==> src/rtl/mem_access_stage_if.sv <==
// Handshake and data-bus bundle of the memory-access stage.
// master = the stage itself, slave = execute/writeback/bus side.
interface mem_access_stage_if #(parameter int PT_W = 128);
  // Every channel transfers on a cycle where both valid and ready are high.
  // A valid that is raised stays high, with its payload stable, until that cycle.
  logic            s_valid;
  logic            s_ready;
  logic            ren;
  logic            wen;
  logic [2:0]      funct3;
  logic [31:0]     addr;
  logic [31:0]     wdata_in;
  logic [PT_W-1:0] pt_in;
  logic            m_valid;
  logic            m_ready;
  logic [31:0]     mdata;
  logic            fault;
  logic [PT_W-1:0] pt_out;
  logic [31:0]     araddr;
  logic            arvalid;
  logic            arready;
  logic [31:0]     rdata;
  logic [1:0]      rresp;
  logic            rvalid;
  logic            rready;
  logic [31:0]     awaddr;
  logic            awvalid;
  logic            awready;
  logic [31:0]     wdata;
  logic [3:0]      wstrb;
  logic            wvalid;
  logic            wready;
  logic [1:0]      bresp;
  logic            bvalid;
  logic            bready;
  logic [2:0]      state_dbg;

  modport master (
    input  s_valid, ren, wen, funct3, addr, wdata_in, pt_in, m_ready,
           arready, rdata, rresp, rvalid, awready, wready, bresp, bvalid,
    output s_ready, m_valid, mdata, fault, pt_out, araddr, arvalid, rready,
           awaddr, awvalid, wdata, wstrb, wvalid, bready, state_dbg
  );

  modport slave (
    output s_valid, ren, wen, funct3, addr, wdata_in, pt_in, m_ready,
           arready, rdata, rresp, rvalid, awready, wready, bresp, bvalid,
    input  s_ready, m_valid, mdata, fault, pt_out, araddr, arvalid, rready,
           awaddr, awvalid, wdata, wstrb, wvalid, bready, state_dbg
  );
endinterface

==> src/rtl/mem_access_stage.sv <==
// Memory-access stage: one load/store per instruction over an AXI4-Lite style port.
// Define MEM_TIMEOUT_EN to abandon bus waits after TIMEOUT cycles with fault=1.
module mem_access_stage #(
  parameter int PT_W    = 128,
  parameter int TIMEOUT = 255
) (
  input logic                 clk,
  input logic                 rst,
  mem_access_stage_if.master  bus
);

  typedef enum logic [2:0] {
    IDLE         = 3'd0,
    RD_ADDR      = 3'd1,
    RD_DATA      = 3'd2,
    WR_ADDR_DATA = 3'd3,
    WR_RESP      = 3'd4,
    OUT          = 3'd5
  } state_t;

  state_t          state_q, state_d;
  logic [31:0]     addr_q;
  logic [2:0]      funct3_q;
  logic [31:0]     wdata_q;
  logic [3:0]      wstrb_q;
  logic [PT_W-1:0] pt_q;
  logic [31:0]     mdata_q;
  logic            fault_q;
  logic            aw_done_q, w_done_q;

  logic s_ready, m_valid, arvalid, rready, awvalid, wvalid, bready;
  logic aw_hs, w_hs, wr_both, misalign, waiting, timeout;
  logic [31:0] rshift, load_val, st_data;
  logic [3:0]  st_strb;

  assign waiting = (state_q == RD_ADDR) || (state_q == RD_DATA) ||
                   (state_q == WR_ADDR_DATA) || (state_q == WR_RESP);

`ifdef MEM_TIMEOUT_EN
  localparam int CNT_W = ($clog2(TIMEOUT + 1) > 8) ? $clog2(TIMEOUT + 1) : 8;
  logic [CNT_W-1:0] wait_cnt_q;

  // Counter is zero on entry to either bus wait, since it only runs while waiting.
  always_ff @(posedge clk) begin
    if (rst || !waiting) wait_cnt_q <= '0;
    else                 wait_cnt_q <= wait_cnt_q + 1'b1;
  end

  assign timeout = waiting && (wait_cnt_q >= CNT_W'(TIMEOUT - 1));
`else
  logic unused_timeout_cfg;
  assign unused_timeout_cfg = ^TIMEOUT;
  assign timeout = 1'b0;
`endif

  assign misalign = (bus.ren || bus.wen) &&
                    (((bus.funct3[1:0] == 2'b01) && bus.addr[0]) ||
                     ((bus.funct3[1:0] == 2'b10) && (bus.addr[1:0] != 2'b00)));

  assign aw_hs   = awvalid && bus.awready;
  assign w_hs    = wvalid && bus.wready;
  assign wr_both = (aw_done_q || aw_hs) && (w_done_q || w_hs);

  always_comb begin
    rshift   = bus.rdata >> {addr_q[1:0], 3'b000};
    load_val = rshift;
    case (funct3_q)
      3'b000:  load_val = {{24{rshift[7]}}, rshift[7:0]};
      3'b001:  load_val = {{16{rshift[15]}}, rshift[15:0]};
      3'b100:  load_val = {24'h0, rshift[7:0]};
      3'b101:  load_val = {16'h0, rshift[15:0]};
      default: load_val = rshift;
    endcase
  end

  always_comb begin
    st_data = bus.wdata_in << {bus.addr[1:0], 3'b000};
    st_strb = 4'b1111;
    case (bus.funct3[1:0])
      2'b00:   st_strb = 4'b0001 << bus.addr[1:0];
      2'b01:   st_strb = 4'b0011 << bus.addr[1:0];
      default: st_strb = 4'b1111;
    endcase
  end

  always_ff @(posedge clk) begin
    if (rst) state_q <= IDLE;
    else     state_q <= state_d;
  end

  // Handshake completion wins over a timeout landing in the same cycle.
  always_comb begin
    state_d = state_q;
    s_ready = 1'b0;
    m_valid = 1'b0;
    arvalid = 1'b0;
    rready  = 1'b0;
    awvalid = 1'b0;
    wvalid  = 1'b0;
    bready  = 1'b0;
    case (state_q)
      IDLE: begin
        s_ready = 1'b1;
        if (bus.s_valid) begin
          if (misalign)     state_d = OUT;
          else if (bus.ren) state_d = RD_ADDR;
          else if (bus.wen) state_d = WR_ADDR_DATA;
          else              state_d = OUT;
        end
      end
      RD_ADDR: begin
        arvalid = 1'b1;
        if (bus.arready)  state_d = RD_DATA;
        else if (timeout) state_d = OUT;
      end
      RD_DATA: begin
        rready = 1'b1;
        if (bus.rvalid || timeout) state_d = OUT;
      end
      WR_ADDR_DATA: begin
        awvalid = !aw_done_q;
        wvalid  = !w_done_q;
        if (wr_both)      state_d = WR_RESP;
        else if (timeout) state_d = OUT;
      end
      WR_RESP: begin
        bready = 1'b1;
        if (bus.bvalid || timeout) state_d = OUT;
      end
      OUT: begin
        m_valid = 1'b1;
        if (bus.m_ready) state_d = IDLE;
      end
      default: state_d = IDLE;
    endcase
  end

  always_ff @(posedge clk) begin
    if (rst) begin
      addr_q    <= '0;
      funct3_q  <= '0;
      wdata_q   <= '0;
      wstrb_q   <= '0;
      pt_q      <= '0;
      mdata_q   <= '0;
      fault_q   <= 1'b0;
      aw_done_q <= 1'b0;
      w_done_q  <= 1'b0;
    end else begin
      case (state_q)
        IDLE: if (bus.s_valid) begin
          addr_q    <= bus.addr;
          funct3_q  <= bus.funct3;
          pt_q      <= bus.pt_in;
          mdata_q   <= '0;
          fault_q   <= misalign;
          aw_done_q <= 1'b0;
          w_done_q  <= 1'b0;
          if (bus.wen && !bus.ren && !misalign) begin
            wdata_q <= st_data;
            wstrb_q <= st_strb;
          end else begin
            wdata_q <= '0;
            wstrb_q <= '0;
          end
        end
        RD_ADDR: if (!bus.arready && timeout) fault_q <= 1'b1;
        RD_DATA: begin
          if (bus.rvalid) begin
            fault_q <= (bus.rresp != 2'b00);
            mdata_q <= (bus.rresp != 2'b00) ? 32'h0 : load_val;
          end else if (timeout) begin
            fault_q <= 1'b1;
          end
        end
        WR_ADDR_DATA: begin
          if (aw_hs) aw_done_q <= 1'b1;
          if (w_hs)  w_done_q  <= 1'b1;
          if (!wr_both && timeout) fault_q <= 1'b1;
        end
        WR_RESP: begin
          if (bus.bvalid)   fault_q <= (bus.bresp != 2'b00);
          else if (timeout) fault_q <= 1'b1;
        end
        default: ;
      endcase
    end
  end

  assign bus.s_ready   = s_ready;
  assign bus.m_valid   = m_valid;
  assign bus.mdata     = mdata_q;
  assign bus.fault     = fault_q;
  assign bus.pt_out    = pt_q;
  assign bus.araddr    = addr_q;
  assign bus.arvalid   = arvalid;
  assign bus.rready    = rready;
  assign bus.awaddr    = addr_q;
  assign bus.awvalid   = awvalid;
  assign bus.wdata     = wdata_q;
  assign bus.wstrb     = wstrb_q;
  assign bus.wvalid    = wvalid;
  assign bus.bready    = bready;
  assign bus.state_dbg = state_q;

endmodule

==> src/flat_wrapper.sv <==
// flat-port wrapper written by rule: the top's interface ports become plain ports
module mem_access_stage_flat 
#(
  parameter int PT_W    = 128,
  parameter int TIMEOUT = 255
)
  (clk, rst, bus_s_valid, bus_ren, bus_wen, bus_funct3, bus_addr, bus_wdata_in, bus_pt_in, bus_m_ready, bus_arready, bus_rdata, bus_rresp, bus_rvalid, bus_awready, bus_wready, bus_bresp, bus_bvalid, bus_s_ready, bus_m_valid, bus_mdata, bus_fault, bus_pt_out, bus_araddr, bus_arvalid, bus_rready, bus_awaddr, bus_awvalid, bus_wdata, bus_wstrb, bus_wvalid, bus_bready, bus_state_dbg);
  mem_access_stage_if #(.PT_W(PT_W)) bus_i ();
  input logic clk;
  input logic rst;
  input wire logic [$bits(bus_i.s_valid)-1:0] bus_s_valid;
  input wire logic [$bits(bus_i.ren)-1:0] bus_ren;
  input wire logic [$bits(bus_i.wen)-1:0] bus_wen;
  input wire logic [$bits(bus_i.funct3)-1:0] bus_funct3;
  input wire logic [$bits(bus_i.addr)-1:0] bus_addr;
  input wire logic [$bits(bus_i.wdata_in)-1:0] bus_wdata_in;
  input wire logic [$bits(bus_i.pt_in)-1:0] bus_pt_in;
  input wire logic [$bits(bus_i.m_ready)-1:0] bus_m_ready;
  input wire logic [$bits(bus_i.arready)-1:0] bus_arready;
  input wire logic [$bits(bus_i.rdata)-1:0] bus_rdata;
  input wire logic [$bits(bus_i.rresp)-1:0] bus_rresp;
  input wire logic [$bits(bus_i.rvalid)-1:0] bus_rvalid;
  input wire logic [$bits(bus_i.awready)-1:0] bus_awready;
  input wire logic [$bits(bus_i.wready)-1:0] bus_wready;
  input wire logic [$bits(bus_i.bresp)-1:0] bus_bresp;
  input wire logic [$bits(bus_i.bvalid)-1:0] bus_bvalid;
  output wire logic [$bits(bus_i.s_ready)-1:0] bus_s_ready;
  output wire logic [$bits(bus_i.m_valid)-1:0] bus_m_valid;
  output wire logic [$bits(bus_i.mdata)-1:0] bus_mdata;
  output wire logic [$bits(bus_i.fault)-1:0] bus_fault;
  output wire logic [$bits(bus_i.pt_out)-1:0] bus_pt_out;
  output wire logic [$bits(bus_i.araddr)-1:0] bus_araddr;
  output wire logic [$bits(bus_i.arvalid)-1:0] bus_arvalid;
  output wire logic [$bits(bus_i.rready)-1:0] bus_rready;
  output wire logic [$bits(bus_i.awaddr)-1:0] bus_awaddr;
  output wire logic [$bits(bus_i.awvalid)-1:0] bus_awvalid;
  output wire logic [$bits(bus_i.wdata)-1:0] bus_wdata;
  output wire logic [$bits(bus_i.wstrb)-1:0] bus_wstrb;
  output wire logic [$bits(bus_i.wvalid)-1:0] bus_wvalid;
  output wire logic [$bits(bus_i.bready)-1:0] bus_bready;
  output wire logic [$bits(bus_i.state_dbg)-1:0] bus_state_dbg;
  assign bus_i.s_valid = bus_s_valid;
  assign bus_i.ren = bus_ren;
  assign bus_i.wen = bus_wen;
  assign bus_i.funct3 = bus_funct3;
  assign bus_i.addr = bus_addr;
  assign bus_i.wdata_in = bus_wdata_in;
  assign bus_i.pt_in = bus_pt_in;
  assign bus_i.m_ready = bus_m_ready;
  assign bus_i.arready = bus_arready;
  assign bus_i.rdata = bus_rdata;
  assign bus_i.rresp = bus_rresp;
  assign bus_i.rvalid = bus_rvalid;
  assign bus_i.awready = bus_awready;
  assign bus_i.wready = bus_wready;
  assign bus_i.bresp = bus_bresp;
  assign bus_i.bvalid = bus_bvalid;
  assign bus_s_ready = bus_i.s_ready;
  assign bus_m_valid = bus_i.m_valid;
  assign bus_mdata = bus_i.mdata;
  assign bus_fault = bus_i.fault;
  assign bus_pt_out = bus_i.pt_out;
  assign bus_araddr = bus_i.araddr;
  assign bus_arvalid = bus_i.arvalid;
  assign bus_rready = bus_i.rready;
  assign bus_awaddr = bus_i.awaddr;
  assign bus_awvalid = bus_i.awvalid;
  assign bus_wdata = bus_i.wdata;
  assign bus_wstrb = bus_i.wstrb;
  assign bus_wvalid = bus_i.wvalid;
  assign bus_bready = bus_i.bready;
  assign bus_state_dbg = bus_i.state_dbg;
  mem_access_stage #(.PT_W(PT_W), .TIMEOUT(TIMEOUT)) u_core (.clk(clk), .rst(rst), .bus(bus_i));
endmodule
==> config.mk <==
export PLATFORM = sky130hd
export DESIGN_NAME = mem_access_stage_flat
export DESIGN_NICKNAME = d
export VERILOG_FILES = /design/src/rtl/mem_access_stage_if.sv /design/src/rtl/mem_access_stage.sv /design/src/flat_wrapper.sv
export SDC_FILE = /design/constraint.sdc
export NUM_CORES = 1
export LEC_CHECK = 0
export CAP_MARGIN = 20
export CORE_AREA = 2 2 202 204
export CTS_BUF_LIST = sky130_fd_sc_hd__clkbuf_8
export CTS_CLUSTER_DIAMETER = 120
export DETAILED_ROUTE_END_ITERATION = 16
export DIE_AREA = 0 0 204 206
export RECOVER_POWER = 25
export SETUP_SLACK_MARGIN = 0.05
export SLEW_MARGIN = 20
export SYNTH_ARGS = -nofsm -noshare
export SYNTH_HDL_FRONTEND = slang
export SYNTH_SLANG_ARGS = --single-unit
==> constraint.sdc <==
create_clock -name clk -period 5.4 [get_ports clk]
set_clock_uncertainty 0.2 [all_clocks]
set_input_delay 0.54 -clock clk [delete_from_list [all_inputs] [get_ports clk]]
set_output_delay 0.54 -clock clk [all_outputs]
set_load 0.03 [all_outputs]
==> flow_metrics.env, run 1 <==
export IMPL_p_int_mw=4.06
export IMPL_core_rowCount=74
export IMPL_post_route_util=0.392
export IMPL_cts_tree="yes"
export IMPL_post_cts_setup_buffers=0
export IMPL_arrival_ps=2480
export IMPL_crit_path_max_incr_delay_ps=750
export IMPL_syn_num_nets=1426
export IMPL_cp_endpoint="bus_rready"
export IMPL_gr_total_overflow=0
export IMPL_path_cells="inv_1 -> nor3_1 -> clkdlybuf4s50_1"
export IMPL_die_h_um=206
export IMPL_vias_per_cell=4.52
export IMPL_swShare=0.400
export IMPL_cts_made_buffers=44
export IMPL_cp_slowest_cell="clkdlybuf4s50_1"
export IMPL_syn_inst=1184
export IMPL_setup_viol=0
export IMPL_r2r_setup_slack_ps=2460
export IMPL_rr_startpoint="u_core.bus.state_dbg[2]"
export IMPL_post_route_drc_count=0
export IMPL_syn2layout_area_growth_pct=63.8
export IMPL_clkTransAtPathRegs_ps=60
export IMPL_ys_flop_type="dfxtp_1"
export IMPL_r2r_cells=5
export IMPL_first_global_vias=9638
export IMPL_end_kind="output port"
export IMPL_route_detailed_wl_per_inst_um=18.0
export IMPL_ys_async_sr_fraction=0
export IMPL_ctsResizeCount=0
export IMPL_netlist_area_um2=9630
export IMPL_min_period_over_period=0.596
export IMPL_ys_seq_elements=237
export IMPL_die_x_um=204
export IMPL_synth_edf_count=0
export IMPL_fin_crit_ps=3220
export IMPL_power_frac_seq=0.330
export IMPL_seq_area_frac_synth=0.493
export IMPL_combPwrFrac=0.404
export IMPL_path_buf_inv=2
export IMPL_dp_cells=2110
export IMPL_p_clk_frac=0.267
export IMPL_clock_latency_ps=590
export IMPL_dieArea_um2=42000
export IMPL_ys_warn_count=0
export IMPL_finalNetCount=1866
export IMPL_cts_path_max_buffers=3
export IMPL_finalMaxSlewViolations=0
export IMPL_core_um2=40200
export IMPL_rsz0062_at_grt="false"
export IMPL_dr_pass1_iters=5
export IMPL_slew_headroom=0.328
export IMPL_initialDrtViolationCount=503
export IMPL_timing_rr_end="u_core.bus.pt_out[21]"
export IMPL_track_usage=0.177
export IMPL_cts_sinks=237
export IMPL_p_leak_nw=5.85
export IMPL_tightest_slew_ps=1010
export IMPL_cts_root_buf="clkbuf_8"
export IMPL_fill_cells=4108
export IMPL_start_util=0.240
export IMPL_finalHoldViolations=0
export IMPL_drive_gt1_frac=0.0592
export IMPL_syn_avg_cell_area_um2=8.13
export IMPL_status="complete, no violations"
export IMPL_antenna_found_initial=0
export IMPL_setup_worst_path_start="u_core.bus.state_dbg[1]"
export IMPL_synth_cell_types=51
export IMPL_crit_fanout=16
export IMPL_stdcell_area_um2=15800
export IMPL_hold_slack_ps=249
export IMPL_antenna_left=0
export IMPL_holdCritPathClass="reg2reg"
export IMPL_path_depth=3
export IMPL_num_vias=9879
export IMPL_port_buffers=512
export IMPL_cp_top_family="buffers and inverters"
export IMPL_finalNonFillerCells=2188
export IMPL_crit_required_ps=4660
export IMPL_num_antenna_cells=0
export IMPL_grt_max_degree=116
export IMPL_critPathKind="reg2out"
export IMPL_gp_congestion=0.806
export IMPL_ios=513
export IMPL_grt_pass1_wl_um=57500
export IMPL_place_area_um2=14800
export IMPL_peakVddDrop_v=0.000258
export IMPL_fmax_mhz=311
export IMPL_max_cap_violations=0
export IMPL_h_tree_depth=2
export IMPL_final_setup_tns_ps=0
export IMPL_switching_power_mw=2.70
export IMPL_dp_hpwl_um=28200
export IMPL_postCtsHoldBufs=0
export IMPL_cp_start_kind="register"
export IMPL_powerDensity_nw_per_um2=429
export IMPL_wl_um=39300
==> metrics by stage <==
stage / power (mW) / worst slack, ps
floorplan: 3.95 / 2940
global placement: 5.03 / 2080
detailed placement: 5.06 / 2100
CTS: 6.91 / 2130
global route: 7.16 / 2060
finish: 6.76 / 2180
==> final cells by class <==
cell class	instances	area [µm²]	area share
well taps	532	666	0.0422
repair buffers	522	5210	0.331
clock buffers	59	812	0.0515
inverters	5	18.8	0.00119
clock inverters	19	109	0.00690
flip-flops and latches	237	4740	0.301
multi-input cells	814	4210	0.267
==> cell usage in the layout (no fill, tap or decap), types with 5 or more instances in the layout <==
cell and instances:
mux2_2 9, buf_4 8, dfxtp_1 237, inv_1 16
clkbuf_8 59, nor2b_1 10, mux2i_1 34, a211o_1 7
dlygate4sd3_1 89, nand2_1 382, clkinv_2 5, nor2_1 34
o21ai_0 18, a22oi_1 25, a32oi_1 7, a21oi_1 201
o221ai_1 8, nor3_1 7, clkdlybuf4s50_1 421, o2111ai_1 8
o2bb2ai_1 16, nand3_1 10
==> registers in the layout, indices dropped and copies added, names as in the netlist <==
name and flops:
u_core.bus.fault 1, u_core.bus.pt_out 128, u_core.bus.state_dbg 3, u_core.bus.wdata 32, u_core.bus.wstrb 4, u_core.bus.mdata 32, u_core.aw_done_q 1, u_core.bus.araddr 32
u_core.funct3_q 3, u_core.w_done_q 1
==> routing by layer <==
metal	up-vias	track usage	wire length, µm
met5	-	0	0
met4	0	0.0655	1010
met3	57	0.0564	3070
met2	356	0.309	19400
met1	4598	0.203	15800
li1	4868	-	-
==> worst min path at each step <==
stage | start | slack (ps) | to | depth (start not counted)
finish | u_core.bus.mdata[8] | 250 | u_core.bus.mdata[8] | 2
global route | bus_pt_in[97] | 250 | u_core.bus.pt_out[97] | 3
CTS | bus_pt_in[99] | 220 | u_core.bus.pt_out[99] | 3
detailed placement | u_core.bus.pt_out[77] | 250 | u_core.bus.pt_out[77] | 2
global placement | u_core.bus.mdata[8] | 240 | u_core.bus.mdata[8] | 2
floorplan | u_core.funct3_q[1] | 250 | u_core.funct3_q[1] | 2
==> tightest hold or removal path: stages, from the launching register on <==
cell and delay (ps):
dfxtp_1 320, nand2_1 40, o21ai_0 60
==> synthesized netlist by cell type, types with 8 or more instances <==
| cell type | n | area [µm²] |
|---|---|---|
| a21oi_1 | 201 | 1010 |
| a22oi_1 | 25 | 188 |
| buf_2 | 40 | 200 |
| buf_4 | 32 | 240 |
| clkbuf_1 | 50 | 188 |
| dfxtp_1 | 237 | 4740 |
| mux2_2 | 9 | 101 |
| mux2i_1 | 34 | 340 |
| nand2_1 | 382 | 1430 |
| nand3_1 | 10 | 50.1 |
| nor2_1 | 34 | 128 |
| nor2b_1 | 10 | 62.6 |
| o2111ai_1 | 8 | 70.1 |
| o21ai_0 | 18 | 90.1 |
| o221ai_1 | 8 | 70.1 |
| o2bb2ai_1 | 16 | 140 |
==> power by group through the flow <==
stage	registers, mW	logic, mW	clock network (mW)
2_1_floorplan	2.75	1.20	0
3_3_place_gp	2.26	2.77	0
3_5_place_dp	2.27	2.80	0
4_1_cts	2.23	2.80	1.88
5_1_grt	2.26	2.93	1.96
6_report	2.23	2.73	1.80
==> cells by family (layout without fill, tap and decap cells) <==
family | Yosys count | in the layout | share of synthesized area
AO/OA/AOI/OAI | 305 | 305 | 0.190
AND/OR/NAND/NOR | 461 | 461 | 0.194
XOR/XNOR | 3 | 3 | 0.00273
multiplexers | 45 | 45 | 0.0497
buffers and inverters | 133 | 605 | 0.0703
flip-flops | 237 | 237 | 0.493
Power figures use the tool's default switching activity.
==> run 2: changes to the inputs <==
- clock period: 5.4 -> 2.83 ns (I/O delays scaled with it)
==> flow_metrics.env, run 2 (same netlist as run 1, synthesis figures left out) <==
export IMPL_crit_fanout=98
export IMPL_core_rowCount=74
export IMPL_die_x_um=204
export IMPL_p_leak_nw=6.16
export IMPL_post_route_util=0.425
export IMPL_cts_tree="yes"
export IMPL_finalNonFillerCells=2324
export IMPL_crit_required_ps=3140
export IMPL_wl_um=40700
export IMPL_dieArea_um2=42000
export IMPL_final_cell_mix="clkdlybuf4s50_1, nand2_1, dfxtp_1"
export IMPL_crit_path_max_incr_delay_ps=760
export IMPL_status="complete, no violations"
export IMPL_final_setup_tns_ps=0
export IMPL_start_util=0.240
export IMPL_max_cap_violations=0
export IMPL_clock_latency_ps=590
export IMPL_track_usage=0.184
export IMPL_path_cells="or4b_1 -> buf_12 -> nand2_1 -> a21oi_1 -> dlygate4sd3_1"
export IMPL_die_h_um=206
export IMPL_min_period_over_period=0.924
export IMPL_holdCritPathClass="in2reg"
export IMPL_rsz0062_at_grt="false"
export IMPL_cts_root_buf="clkbuf_8"
export IMPL_hp_start="bus_pt_in[92]"
export IMPL_grt_use_met3=0.0661
export IMPL_fin_crit_ps=2620
export IMPL_cts_path_max_buffers=3
export IMPL_arrival_ps=2930
export IMPL_finalHoldViolations=0
export IMPL_fmax_mhz=382
export IMPL_setup_viol=0
export IMPL_grt_max_degree=99
export IMPL_rr_startpoint="u_core.bus.state_dbg[2]"
export IMPL_post_cts_setup_buffers=0
export IMPL_r2r_cells=5
export IMPL_fill_cells=3961
export IMPL_initialDrtViolationCount=501
export IMPL_grt_pass1_wl_um=60400
export IMPL_h_tree_depth=2
export IMPL_setup_worst_path_start="u_core.bus.state_dbg[2]"
export IMPL_cts_made_buffers=44
export IMPL_gp_congestion=0.816
export IMPL_post_route_drc_count=0
export IMPL_first_global_vias=10400
export IMPL_busiest_layer="met2"
export IMPL_finalNetCount=2003
export IMPL_drive_gt1_frac=0.0576
export IMPL_core_um2=40200
export IMPL_cp_start_kind="register"
export IMPL_port_buffers=512
export IMPL_clkTransAtPathRegs_ps=60
export IMPL_met2_usage=0.321
export IMPL_gr_total_overflow=0
export IMPL_ios=513
export IMPL_antenna_found_initial=6
export IMPL_hold_slack_ps=53.8
export IMPL_cts_sinks=237
export IMPL_dp_cells=2123
export IMPL_largest_reg_flops=128
export IMPL_dr_pass1_iters=5
export IMPL_critPathKind="reg2reg"
export IMPL_route_detailed_wl_per_inst_um=17.5
export IMPL_peakVddDrop_v=0.000445
export IMPL_slew_headroom=0.315
export IMPL_dp_hpwl_um=28700
export IMPL_cp_slowest_cell="or4b_1"
export IMPL_syn2layout_area_growth_pct=77.5
export IMPL_vias_per_cell=4.54
export IMPL_whs_path_depth=3
export IMPL_final_common_cell="clkdlybuf4s50_1"
export IMPL_num_vias=10500
export IMPL_finalMaxSlewViolations=0
export IMPL_grtUsageMet1=0.205
export IMPL_place_area_um2=15000
export IMPL_end_kind="register"
export IMPL_antenna_left=0
export IMPL_stdcell_area_um2=17100
export IMPL_tightest_slew_ps=1030
export IMPL_powerDensity_nw_per_um2=767
==> run 2: layout make-up <==
type,instances,area (µm²),area share
Clock buffer,50,688,0.0403
Sequential cell,237,4750,0.278
Multi-Input combinational cell,814,4200,0.246
Timing Repair Buffer,659,6580,0.385
Antenna cell,3,7.51,0.000439
Tap cell,532,666,0.0390
Inverter,5,18.8,0.00110
Clock inverter,24,185,0.0108
==> run 2: critical path, delay by kind of cell (launching register included) <==
kind / cells / cell delay [ps]
simple gates: 2 / 900
buf+inv: 2 / 840
flops: 1 / 410
compound gates: 1 / 70
==> run 2: repair_timing <==
item | CTS | global route
resized for setup | 7 | 1
endpoints found under the hold margin | 142 | 0
hold buffers | 124 | 0
endpoints found under the setup margin | 7 | 1
==> run 2: through the flow <==
stage	setup slack, ps	power, mW
after detailed placement	393	9.76
final	214	13.1
after CTS	28.0	13.3
after global placement	394	9.69
after floorplan	386	7.54
after global routing	108	13.9
==> run 2: routing by layer <==
| metal | vias up | wire length [µm] |
|---|---|---|
| met3 | 62 | 3440 |
| met5 | - | 0 |
| li1 | 5137 | - |
| met2 | 404 | 20200 |
| met1 | 4938 | 15700 |
| met4 | 0 | 1380 |
==> run 2: final timing paths <==
| path | to | slack, ps |
|---|---|---|
| max reg2reg | u_core.bus.pt_out[39] | 210 |
| max | u_core.bus.pt_out[39] | 210 |
| min | u_core.bus.pt_out[92] | 50 |
| min reg2reg | u_core.bus.wstrb[1] | 250 |
==> run 2: report_power, final <==
| part | switching (mW) | leakage (nW) | internal, mW | total (mW) |
|---|---|---|---|---|
| clock | 1.54 | 0.492 | 1.81 | 3.35 |
| sequential | 0.371 | 1.93 | 3.88 | 4.25 |
| combinational | 3.35 | 3.73 | 2.15 | 5.50 |
| total | 5.26 | 6.16 | 7.84 | 13.1 |
==> run 3: changes to the inputs <==
==> constraint.sdc (replaced) <==
create_clock -name clk -period 2.83 [get_ports clk]
set_clock_uncertainty 0.2 [all_clocks]
set_input_delay 0.7075 -clock clk [delete_from_list [all_inputs] [get_ports clk]]
set_output_delay 0.7075 -clock clk [all_outputs]
set_load 0.03 [all_outputs]
==> flow_metrics.env, run 3 (same netlist as run 1, synthesis figures left out) <==
export IMPL_r2r_cells=5
export IMPL_combPwrFrac=0.420
export IMPL_antenna_left=0
export IMPL_holdCritPathClass="reg2reg"
export IMPL_min_period_over_period=0.940
export IMPL_clkTransAtPathRegs_ps=50
export IMPL_port_buffers=512
export IMPL_dr_pass1_iters=5
export IMPL_pre_cts_slack_ps=-18.1
export IMPL_path_cells="nand3b_1 -> nor2_1 -> clkdlybuf4s15_2"
export IMPL_track_usage=0.176
export IMPL_cts_tree="yes"
export IMPL_power_frac_seq=0.324
export IMPL_crit_fanout=11
export IMPL_rr_startpoint="u_core.bus.araddr[1]"
export IMPL_die_h_um=206
export IMPL_dieArea_um2=42000
export IMPL_die_x_um=204
export IMPL_regArea_um2=4750
export IMPL_fill_cells=4098
export IMPL_hp_start="u_core.bus.pt_out[79]"
export IMPL_start_util=0.240
export IMPL_crit_path_max_incr_delay_ps=410
export IMPL_cp_slowest_cell="dfxtp_1"
export IMPL_post_cts_setup_buffers=0
export IMPL_end_kind="output port"
export IMPL_fmax_mhz=376
export IMPL_path_depth=3
export IMPL_initialDrtViolationCount=589
export IMPL_max_cap_violations=0
export IMPL_grt_max_degree=93
export IMPL_core_rowCount=74
export IMPL_finalHoldViolations=0
export IMPL_fin_ws_ps=169
export IMPL_clock_latency_ps=600
export IMPL_gp_congestion=0.815
export IMPL_cts_path_max_buffers=3
export IMPL_final_common_cell="clkdlybuf4s50_1"
export IMPL_gr_total_overflow=0
export IMPL_status="complete, no violations"
export IMPL_p_int_mw=7.83
export IMPL_final_cell_mix="clkdlybuf4s50_1, nand2_1, dfxtp_1"
export IMPL_setup_viol=0
export IMPL_syn2layout_area_growth_pct=65.8
export IMPL_p_leak_nw=5.70
export IMPL_crit_required_ps=1920
export IMPL_slew_headroom=0.381
export IMPL_wl_um=39000
export IMPL_cp_endpoint="bus_wvalid"
export IMPL_peakVddDrop_v=0.000438
export IMPL_multiInputGateArea_um2=4200
export IMPL_cp_top_family="simple AND/OR/NAND/NOR gates"
export IMPL_finalNetCount=1890
export IMPL_critPathKind="reg2out"
export IMPL_drive_gt1_frac=0.0716
export IMPL_cts_made_buffers=45
export IMPL_powerDensity_nw_per_um2=815
export IMPL_postCtsHoldBufs=0
export IMPL_ios=513
export IMPL_num_vias=10000
export IMPL_tightest_slew_ps=928
export IMPL_path_buf_inv=1
export IMPL_stdcell_area_um2=16000
export IMPL_antenna_found_initial=7
export IMPL_cts_root_buf="clkbuf_8"
export IMPL_cp_start_kind="register"
export IMPL_swShare=0.398
export IMPL_dp_hpwl_um=28700
export IMPL_grt_pass1_wl_um=57200
export IMPL_post_route_drc_count=0
export IMPL_cts_sinks=237
export IMPL_core_um2=40200
export IMPL_fin_crit_ps=2660
export IMPL_h_tree_depth=2
export IMPL_setup_worst_path_start="u_core.bus.state_dbg[2]"
export IMPL_rsz0062_at_grt="false"
export IMPL_arrival_ps=1750
export IMPL_timing_rr_end="u_core.bus.mdata[17]"
export IMPL_first_global_vias=9578
export IMPL_finalMaxSlewViolations=0
export IMPL_largest_reg_flops=128
export IMPL_switching_power_mw=5.18
export IMPL_vias_per_cell=4.53
export IMPL_whs_path_depth=2
export IMPL_r2r_setup_slack_ps=180
export IMPL_ctsResizeCount=31
export IMPL_p_clk_frac=0.256
export IMPL_place_area_um2=15100
export IMPL_route_detailed_wl_per_inst_um=17.6
## run 3: cell types whose count changed in the layout (fill, tap and decap cells not counted), moves of 4 or more
cell,delta
clkdlybuf4s50_1,-8
clkinv_2,-5
buf_12,+5
dlygate4sd3_1,-123
buf_4,+5
buf_2,+4
clkbuf_8,+5
## run 3: worst reg2reg max path, delay by kind of cell (launching register included)
family	cells	cell delay, ps
AOI/OAI and AO/OA	1	180
DFF	1	380
buffers and inverters	2	920
muxes	2	810
## run 3: worst min-delay path by stage
stage,to,slack (ps)
2_1_floorplan,u_core.funct3_q[1],250
3_3_place_gp,u_core.bus.mdata[8],240
3_5_place_dp,u_core.bus.mdata[13],240
4_1_cts,u_core.bus.mdata[5],230
5_1_grt,u_core.bus.mdata[4],270
6_report,u_core.bus.pt_out[79],250
## run 3: per-stage QoR
| step | instances | setup TNS, ps | power [mW] | hold WS [ps] | utilization |
|---|---|---|---|---|---|
| floorplan | 1184 | 0 | 7.54 | 249 | - |
| global placement | 2133 | -14.9 | 9.82 | 237 | 0.377 |
| detailed placement | 2133 | -18.1 | 9.88 | 244 | 0.377 |
| CTS | 2207 | 0 | 13.3 | 231 | 0.399 |
| global route | 2209 | 0 | 13.8 | 266 | 0.397 |
| finish | 2212 | 0 | 13.0 | 251 | 0.397 |
## run 3: cell type report
class | count | share of cell area
Antenna cell | 5 | 0.000784
Clock buffer | 55 | 0.0474
Sequential cell | 237 | 0.297
Tap cell | 532 | 0.0417
Clock inverter | 19 | 0.00721
Timing Repair Buffer | 545 | 0.342
Inverter | 5 | 0.00118
Multi-Input combinational cell | 814 | 0.263
## run 3: power groups by stage
stage | clock network, mW | logic, mW | registers (mW)
floorplan | 0 | 2.30 | 5.25
global placement | 0 | 5.56 | 4.26
detailed placement | 0 | 5.60 | 4.28
CTS | 3.48 | 5.59 | 4.22
global route | 3.62 | 5.87 | 4.29
finish | 3.33 | 5.46 | 4.21
## run 3: per-layer routing
layer  vias up  wire length [µm]  global-route usage
met3        70              3290              0.0553
met2       405             19200               0.301
met4         0              1110              0.0748
met5         -                 0                   0
met1      4640             15500               0.204
li1       4910                 -                   -
